### src/rtl/id_handler.sv
// rtl/id_handler.sv - user-ID entry and sequential user-ID ROM search
// Optional guest login for ID 0000 is built when ID_HANDLER_GUEST_LOGIN_EN is defined.
module id_handler #(
    parameter int NUM_USERS = 8
) (
    input  logic        clk,
    input  logic        rst,
    input  logic [3:0]  IdSwitch,
    input  logic        IdButton,
    input  logic        LogoutCommand_from_GC,
    input  logic [15:0] RomData,
    output logic [2:0]  RomAddress,
    output logic        MatchedID,
    output logic [2:0]  PlayerAddress_to_PH,
    output logic        IsGuest,
    output logic        IdBusy,
    output logic        IdError
);

    typedef enum logic [2:0] {
        ENTRY,
        FETCH,
        CATCH,
        COMPARE,
        MATCHED,
        NOMATCH
    } state_t;

    localparam logic [2:0] LAST_ADDR = 3'(NUM_USERS - 1);

    state_t      state;
    logic [15:0] EnteredId;
    logic [15:0] RomWord;
    logic [1:0]  DigitCount;

`ifndef ID_HANDLER_GUEST_LOGIN_EN
    assign IsGuest = 1'b0;
`endif

    always_ff @(posedge clk or posedge rst) begin
        if (rst) begin
            state               <= ENTRY;
            EnteredId           <= 16'h0000;
            RomWord             <= 16'h0000;
            DigitCount          <= 2'd0;
            RomAddress          <= 3'd0;
            MatchedID           <= 1'b0;
            PlayerAddress_to_PH <= 3'd0;
            IdBusy              <= 1'b0;
            IdError             <= 1'b0;
`ifdef ID_HANDLER_GUEST_LOGIN_EN
            IsGuest             <= 1'b0;
`endif
        end else if (LogoutCommand_from_GC) begin
            // Logout wins over everything, including a button press this cycle.
            state               <= ENTRY;
            EnteredId           <= 16'h0000;
            DigitCount          <= 2'd0;
            RomAddress          <= 3'd0;
            MatchedID           <= 1'b0;
            PlayerAddress_to_PH <= 3'd0;
            IdBusy              <= 1'b0;
            IdError             <= 1'b0;
`ifdef ID_HANDLER_GUEST_LOGIN_EN
            IsGuest             <= 1'b0;
`endif
        end else begin
            IdError <= 1'b0;
            case (state)
                ENTRY: begin
                    if (IdButton) begin
                        EnteredId  <= {EnteredId[11:0], IdSwitch};
                        DigitCount <= DigitCount + 2'd1;
                        if (DigitCount == 2'd3) begin
                            state      <= FETCH;
                            RomAddress <= 3'd0;
                            IdBusy     <= 1'b1;
                        end
                    end
                end
                FETCH: begin
`ifdef ID_HANDLER_GUEST_LOGIN_EN
                    if (RomAddress == 3'd0 && EnteredId == 16'h0000) begin
                        state               <= MATCHED;
                        MatchedID           <= 1'b1;
                        IsGuest             <= 1'b1;
                        PlayerAddress_to_PH <= 3'b111;
                        IdBusy              <= 1'b0;
                    end else
`endif
                    state <= CATCH;
                end
                CATCH: begin
                    RomWord <= RomData;
                    state   <= COMPARE;
                end
                COMPARE: begin
                    // Ascending scan, so duplicates resolve to the lowest slot.
                    if (RomWord == EnteredId) begin
                        state               <= MATCHED;
                        MatchedID           <= 1'b1;
                        PlayerAddress_to_PH <= RomAddress;
                        IdBusy              <= 1'b0;
                    end else if (RomAddress == LAST_ADDR) begin
                        state   <= NOMATCH;
                        IdError <= 1'b1;
                        IdBusy  <= 1'b0;
                    end else begin
                        RomAddress <= RomAddress + 3'd1;
                        state      <= FETCH;
                    end
                end
                MATCHED: begin
                    state <= MATCHED;
                end
                NOMATCH: begin
                    state     <= ENTRY;
                    EnteredId <= 16'h0000;
                end
                default: begin
                    state <= ENTRY;
                end
            endcase
        end
    end

endmodule

### config.mk
export PLATFORM = sky130hd
export DESIGN_NAME = id_handler
export DESIGN_NICKNAME = d
export VERILOG_FILES = /design/src/rtl/id_handler.sv
export SDC_FILE = /design/constraint.sdc
export NUM_CORES = 1
export LEC_CHECK = 0
export ABC_AREA = 1
export CORE_ASPECT_RATIO = 0.9
export CORE_UTILIZATION = 24
export CTS_BUF_LIST = sky130_fd_sc_hd__clkbuf_8
export CTS_CLUSTER_SIZE = 24
export DETAILED_ROUTE_END_ITERATION = 7
export GPL_TIMING_DRIVEN = 0
export PLACE_DENSITY = 0.39
export SYNTH_ARGS = -nofsm -noshare
export SYNTH_HDL_FRONTEND = slang
export SYNTH_SLANG_ARGS = --single-unit
### constraint.sdc
create_clock -name clk -period 1.5 [get_ports clk]
set_clock_uncertainty 0.15 [all_clocks]
set_input_delay 0.225 -clock clk [delete_from_list [all_inputs] [get_ports clk]]
set_output_delay 0.225 -clock clk [all_outputs]
set_load 0.03 [all_outputs]
Word-level counts from Yosys, hierarchy flattened
Cells that the tools add are included.
{"block": "word_totals", "ff_bits": 46, "latchBits": 0, "ramBits": 0, "romBits": 0, "input_bits": 24, "output_inout_bits": 10, "elab_cells": 73, "memories": 0}
{"block": "classes", "add_sub_neg": 2, "multipliers": 0, "div": 0, "n_lt_le_gt_ge": 0, "n_eq_ne": 13, "shifts": 0, "mux": 34, "n_bitwise": 1, "n_reduce_logical": 14}
{"cell": "$mux W3", "n": 13}
{"cell": "$mux W16", "n": 2}
{"cell": "$pmux W16 S2", "n": 1}
{"cell": "$eq A16 B16 Y1", "n": 1}
{"cell": "$pmux W3 S5", "n": 1}
{"cell": "$mux W1", "n": 12}
{"cell": "$ne A3 B3 Y1 const B", "n": 4}
{"cell": "$reduce_and A2 Y1", "n": 5}
{"cell": "$eq A3 B3 Y1 const B", "n": 3}
{"cell": "$reduce_bool A2 Y1", "n": 4}
{"cell": "$eq A3 B2 Y1 const B", "n": 2}
{"cell": "$mux W2", "n": 3}
{"cell": "$pmux W3 S2", "n": 1}
{"cell": "$reduce_bool A3 Y1", "n": 2}
{"cell": "$reduce_and A5 Y1", "n": 1}
{"cell": "$ne A4 B4 Y1 const B", "n": 1}
{"cell": "$reduce_and A4 Y1", "n": 1}
{"cell": "$add A3 B1 Y3 const B", "n": 1}
{"cell": "$eq A3 B1 Y1 const B", "n": 1}
{"cell": "$logic_not A3 Y1", "n": 1}
{"cell": "$add A2 B1 Y2 const B", "n": 1}
{"cell": "$eq A2 B2 Y1 const B", "n": 1}
{"cell": "$pmux W1 S2", "n": 1}
{"cell": "$not A1 Y1", "n": 1}

Logic depth before layout (Yosys ltp)
{"block": "logic_depth", "ltp_word": 5, "ltp_mapped": 11, "depth_no_buf": 11}

Worst setup path before layout
OpenSTA, ideal clock, no wires.
{"block": "synth_path", "path_type": "reg2reg", "start": "reg RomAddress[0]", "end": "reg RomAddress[0]", "setup_time_ns": 0.122, "t_arrival_ns": 1.265, "required_time_ns": 1.228, "slack_ns": -0.037, "path_stages_with_launch": 7, "n_path_buf": 0, "period_less_slack_ns": 1.537, "cell_sequence": "dfrtp_1 > ha_1 > ha_1 > a21oi_2 > nand2_2 > nand2_1 > o21ai_1"}
{"block": "synth_between", "elab_chain_cells": 5, "elab_cells_between_ends": 8, "classes_between": "add/sub (1); eq/ne (2); mux (4); reduce/logical (1)"}
{"item": "start, declared", "line": "12", "source": "output logic [2:0] RomAddress,"}
{"item": "start signal, assigned", "line": "109", "source": "RomAddress <= RomAddress + 3'd1;"}
{"item": "$add A3 B1 Y3", "line": "109"}
{"item": "$mux W3", "line": "104", "source": "end else if (RomAddress == LAST_ADDR) begin"}
{"item": "$mux W3", "line": "99", "source": "if (RomWord == EnteredId) begin"}
{"item": "$pmux W3 S2", "line": "69", "source": "case (state)"}
{"item": "$mux W3", "line": "54", "source": "end else if (LogoutCommand_from_GC) begin"}
Several ways; a longest one is shown, not always the timed one. The select of a mux whose other input is x is not followed.
A chain may end at the register's enable or synchronous reset.

Final worst setup path
{"block": "layout_path", "start": "reg RomWord[3]", "end": "reg PlayerAddress_to_PH[0]"}
{"block": "layout_between", "elab_chain_cells": 3}
{"item": "start, declared", "line": "33", "source": "logic [15:0] RomWord;"}
{"item": "start signal, assigned", "line": "94", "source": "RomWord <= RomData;"}
{"item": "$eq A16 B16 Y1", "line": "99"}
{"item": "$reduce_bool A2 Y1 (no source line)"}
{"item": "$reduce_and A2 Y1 (no source line)"}
{"item": "end signal, assigned", "line": "102", "source": "PlayerAddress_to_PH <= RomAddress;"}
{"item": "end, declared", "line": "14", "source": "output logic [2:0] PlayerAddress_to_PH,"}
No other way between the ends.

==> results by group <==
Synth
  – Number of synthesis warnings: 0
  – Mapped cell area: 0.002247 mm2
  – Syn nets: 305
  – Sequential area share after synthesis: 51.22%
  – Top area cells in the synthesized netlist: dfrtp_1 51%, nand2_1 14%, inv_1 6.2%
  – Mapped Cells: 278
  – Synthesized area per cell: 8.083 um2
  – Largest area contributor in the netlist: dfrtp_1
  – Yosys cell types: 30
  – Yosys reg bits: 46
  – Top-area cell type share of the netlist area: 51.22%

GRT
  – GRT overflow: 0
  – Initial antenna violation count: 0
  – First-pass GRT wire length: 9.108 mm
  – Vias in the first global route: 1857
  – Largest net degree at the start of global routing: 47
  – Tot GR Track Use: 12.13%

Floorplanning
  – I/O pins: 34
  – Row count: 33
  – Die width: 104.0 um
  – Starting Density: 24.74%
  – Die area: 0.009754 mm2
  – Placeable core area: 0.009084 mm2
  – Die Span Y: 93.80 um

STA
  – Fmax achieved: 0.6493 GHz
  – Worst slew pin tran: 0.5617 ns
  – Min cycle time layout: 1.540 ns
  – Slew HR: 62.47%
  – RSZ-0062 raised after global routing: true
  – Fin. Hold Viols: 0
  – Hold slack final: 0.02460 ns
  – Final number of max-transition violations: 0
  – Setup Viol. Count Final: 13
  – Period utilization: 102.7%
  – Setup ws final: -0.04001 ns

Cells and area
  – Finished Cell Area: 0.003013 mm2
  – Fillers: 998
  – Commonest cells after routing, fill and taps aside: 75 x nand2_1, 42 x dfrtp_1, 26 x inv_1, 23 x nor2_1, 22 x clkdlybuf4s50_1
  – ANT cells: 0
  – P&R area growth vs syn: 34.08%
  – # nets final: 359
  – Final core occ: 33.17%
  – Most common cell after layout, fill and taps aside: nand2_1
  – Layout cells sized above 1: 24.92%

Routing
  – Wire per inst: 12.57 um
  – Via Count: 1875
  – Drt initial violations: 63
  – Routed Antenna Nets: 0
  – DR vias/cell: 4.121
  – # DRC: 0
  – Total Wirelength: 5.721 mm
  – First drt pass iteration count: 4

Status
  – Failing checks: setup timing
  – Status: finished, violations left

Placed design
  – Routability cong.: 0.7259
  – Pre-CTS setup slack: -0.2469 ns
  – Post-DP HPWL: 3.736 mm
  – Dpl cell area: 0.002716 mm2
  – Port buffer count: 31

Min path
  – Hold WC Path Type: in -> reg

Clock network
  – Root buffer cell: clkbuf_8
  – CTS tree: built
  – CTS Buffer Depth: 2
  – Clock Sinks: 46
  – Worst-skew pair later-pin latency: 0.30 ns
  – H-tree level count: 2
  – Clk slew on worst S/H paths: 0.09 ns
  – TritonCTS Buffers: 5

Setup path
  – Worst endpoint data arrival time: 1.59 ns
  – CP Capture Type: register
  – Critical path type: reg -> reg
  – Worst Path Max Fanout: 5
  – Worst Path Required: 1.55 ns
  – Startpoint class of the critical path: register

Pwr
  – Overall power: 3.409 mW
  – Leakage Power: 1.479 nW
  – PwrDens: 1131 mW/mm2
  – VDD IR-drop max: 404.8 uV

Flow run
  – Reported max-cap violation count: 0
## stage by stage
stage | setup TNS (ns) | std cells
floorplan | 0 | 278
global placement | -12.40 | 431
detailed placement | -11.99 | 431
CTS | -0.2023 | 445
global route | -2.713 | 455
finish | -0.1706 | 455
## final timing paths
| path | from | end | slack [ns] | depth (start not counted) |
|---|---|---|---|---|
| worst max-delay path | RomWord[3] | PlayerAddress_to_PH[0] | -0.04 | 10 |
| worst min-delay path | LogoutCommand_from_GC | state[2] | 0.02 | 2 |
| worst max register to register | RomWord[3] | PlayerAddress_to_PH[0] | -0.04 | 10 |
| worst min register to register | PlayerAddress_to_PH[2] | PlayerAddress_to_PH[2] | 0.32 | 2 |
| max in group asynchronous | rst | state[1] | 0.48 | 2 |
| min in group asynchronous | rst | EnteredId[9] | 0.35 | 2 |
## power breakdown
group	switching, mW	total [mW]	internal, mW
sequential	0.144	1.63	1.49
combinational	0.579	1.01	0.430
clock	0.444	0.768	0.323
total	1.17	3.41	2.24
## critical path, cell delays in order (launching register included)
cell and delay (ns):
dfrtp_1 0.40, nand2_1 0.07, nand2_1 0.05, nor2_1 0.11, nand2_1 0.11, nor2_4 0.20
nand2_4 0.09, nand2_1 0.08, o21ai_2 0.08, nand2_1 0.06, nand2_1 0.04
## area by class of cell
type | instances | area [um2] | area share [%]
buffer | 7 | 71.32 | 2.367
clock buffer | 5 | 68.82 | 2.284
tap | 122 | 152.6 | 5.066
inverter | 41 | 162.7 | 5.399
timing repair buffer | 46 | 407.9 | 13.54
multi-input combinational | 184 | 968.4 | 32.14
sequential | 46 | 1156 | 38.37
timing repair inverter | 1 | 7.507 | 0.2492
clock inverter | 3 | 17.52 | 0.5814
## state kept, by name, indices dropped and copies added (netlist names)
register,count
EnteredId,16
RomAddress,3
MatchedID,1
RomWord,16
state,3
DigitCount,2
IdError,1
IdBusy,1
PlayerAddress_to_PH,3
## per-layer routing
metal  track usage [%]  wire length (um)  share of wire, %
met5                 0                 0                 0
met4             4.286                68               1.2
met3             2.497               155               2.7
met2             19.00              2468                43
met1             16.57              3028                53
## synth_stat cells (all sizes together)
library cell,n
nand2,90
clkinv,2
ha,3
a21oi,21
o22ai,11
or2,1
nor3b,1
dfrtp,46
buf,7
nor3,1
nor2,33
nand3b,1
conb,1
o21ai,9
o21a,1
inv,39
nand3,11
## kinds of logic after synthesis
kind of cell             count (synthesis)  share of synthesized area (%)
AO/OA/AOI/OAI                           42                          10.41
adder cells (fa/ha/maj)                  3                          1.671
buffers and inverters                   48                          9.409
flip-flops                              46                          51.22
other                                    1                         0.1669
AND/OR/NAND/NOR                        138                          27.12
## repair_timing
item                       CTS  global route
gates resized for setup     24            35
setup endpoints to repair   50            42
buffers inserted             6             7
hold buffers                 0             0
pin swaps                    4             9
cloned                       0             3
No activity file was read; power rests on OpenSTA's default activity.
==> patch, RTL diff (same flow settings) <==
Add a define of `ID_HANDLER_GUEST_LOGIN_EN`.
--- a/src/rtl/id_handler.sv
+++ b/src/rtl/id_handler.sv
@@ -1,5 +1,7 @@
 // rtl/id_handler.sv - user-ID entry and sequential user-ID ROM search
 // Optional guest login for ID 0000 is built when ID_HANDLER_GUEST_LOGIN_EN is defined.
+`define ID_HANDLER_GUEST_LOGIN_EN
+
 module id_handler #(
     parameter int NUM_USERS = 8
 ) (
Behaviour: not the same (a bounded check fails within 10 cycles, from zero or initial values and one cycle with rst high).
==> patch against the unedited design <==
The flow still finishes with violations (setup timing); via count increased by 16%; worst setup slack got worse by 0.072 ns; routed wire length increased by 17%; critical path depth decreased by 1; worst hold slack improved by 0.093 ns; sequential cell count increased by 1; area after synthesis increased by 6.5%; final area increased by 17%; non-clock buffer count increased by 7; critical endpoint is now EnteredId[6]; largest cell class is now multi-input gates.
Power is not compared: it rests on default switching activity, and its combinational part moved more than twofold at a synthesized area within 25%.
==> patch: results (changes against the unedited design) <==
qor: status.run_status finished with violations
qor: status.violations setup timing
qor: min_path.timing.hold.worst_endpoint state[1]
qor: logic_synthesis.synth_fp_nets 339 [+11%]
qor: placement.post_dp_cell_area 0.002890 mm^2 [+6.4%]
qor: grt.grtUsageMet2 21.14% [+2.1 points]
qor: clock_network.post_cts_resized 66 [+180%]
qor: setup_path.crit-reg2reg-capture EnteredId[6]
qor: timing.final.setup.worst_slack -0.1122 ns [-0.07215 ns]
qor: layout.fillerInstances 1,059 [+6.1%]
qor: setup_path.critical_path.max_stage_delay 0.45 ns [+0.05 ns]
qor: layout.filler_free_cell_count_of_the_finished_design 500 [+9.9%]
qor: logic_synthesis.synth_compound_area_share 10.51% [+0.095 points]
qor: layout.proportion_of_cell_area_occupied_by_multi_input_gates 36.04% [+3.9 points]
qor: logic_synthesis.avgSynthCellArea 7.696 um^2 [-4.8%]
qor: routing.met3WireLength 179 um [+15%]
qor: grt.grt_pass1_vias 2,115 [+14%]
qor: routing.iteration_0_drc_count_of_the_detailed_router 96 [+52%]
qor: grt.grt_usage 13.88% [+1.8 points]
qor: logic_synthesis.netlist-cell-type-count 25 [-17%]
qor: layout.register_area 0.001182 mm^2 [+2.3%]
qor: layout.multi_input_gates 209 [+14%]
qor: setup_path.reg2regPathDepth 9 [-1]
qor: timing.tightest_pin_transition 1.087 ns [+0.5254 ns]
qor: layout.clock_cell_area_share 3.331% [+0.47 points]
qor: timing.setup_viol 24 [+11]
qor: grt.global_route_wire_length_before_repair 10,940 um [+20%]
qor: layout.share_of_post_route_cells_with_drive_strength_above_1 33.69% [+8.8 points]
qor: routing.met1_length 3531 um [+17%]
qor: layout.fin_util 36.40% [+3.2 points]
qor: layout.layout.buffer.nonclock.area_share 17.01% [+1.1 points]
qor: layout.nets 401 [+12%]
qor: placement.dp.final_hpwl 4364 um [+17%]
qor: routing.vias 2,169 [+16%]
qor: layout.non_clock_inverter_count 50 [+19%]
qor: timing.worst_hold_slack 0.1178 ns [+0.09321 ns]
qor: routing.wl_per_cell 13.39 um [+6.5%]
qor: layout.nonClockBufferCount 60 [+13%]
qor: layout.clock_buffers 6 [+1]
qor: setup_path.crit-reg2reg-launch state[2]
qor: grt.grt_start_max_net_pins 48 [+2.1%]
==> patch: cell count changes after synthesis, sizes merged, moves of 2 or more <==
| cell | before | now |
|---|---|---|
| nor2 | 33 | 44 |
| nand3 | 11 | 18 |
| nand2 | 90 | 93 |
| clkinv | 2 | 0 |
| inv | 39 | 49 |
| nand4 | 0 | 3 |
| o21ai | 9 | 6 |
==> patch: power groups by stage <==
stage / Combinational (mW) / Clock (mW) / Sequential, mW
floorplan: 1.75 / 0 / 2.17
global placement: 2.62 / 0 / 2.06
detailed placement: 2.63 / 0 / 2.07
CTS: 3.50 / 1.04 / 2.07
global route: 4.39 / 1.09 / 2.15
finish: 3.98 / 0.996 / 2.09
==> patch: metrics by stage <==
step | TNS (ns) | setup slack [ns]
after floorplan | -0.2572 | -0.06253
after global placement | -16.30 | -0.3464
after detailed placement | -16.40 | -0.3475
after CTS | -2.082 | -0.1339
after global routing | -4.914 | -0.2454
final | -1.771 | -0.1122
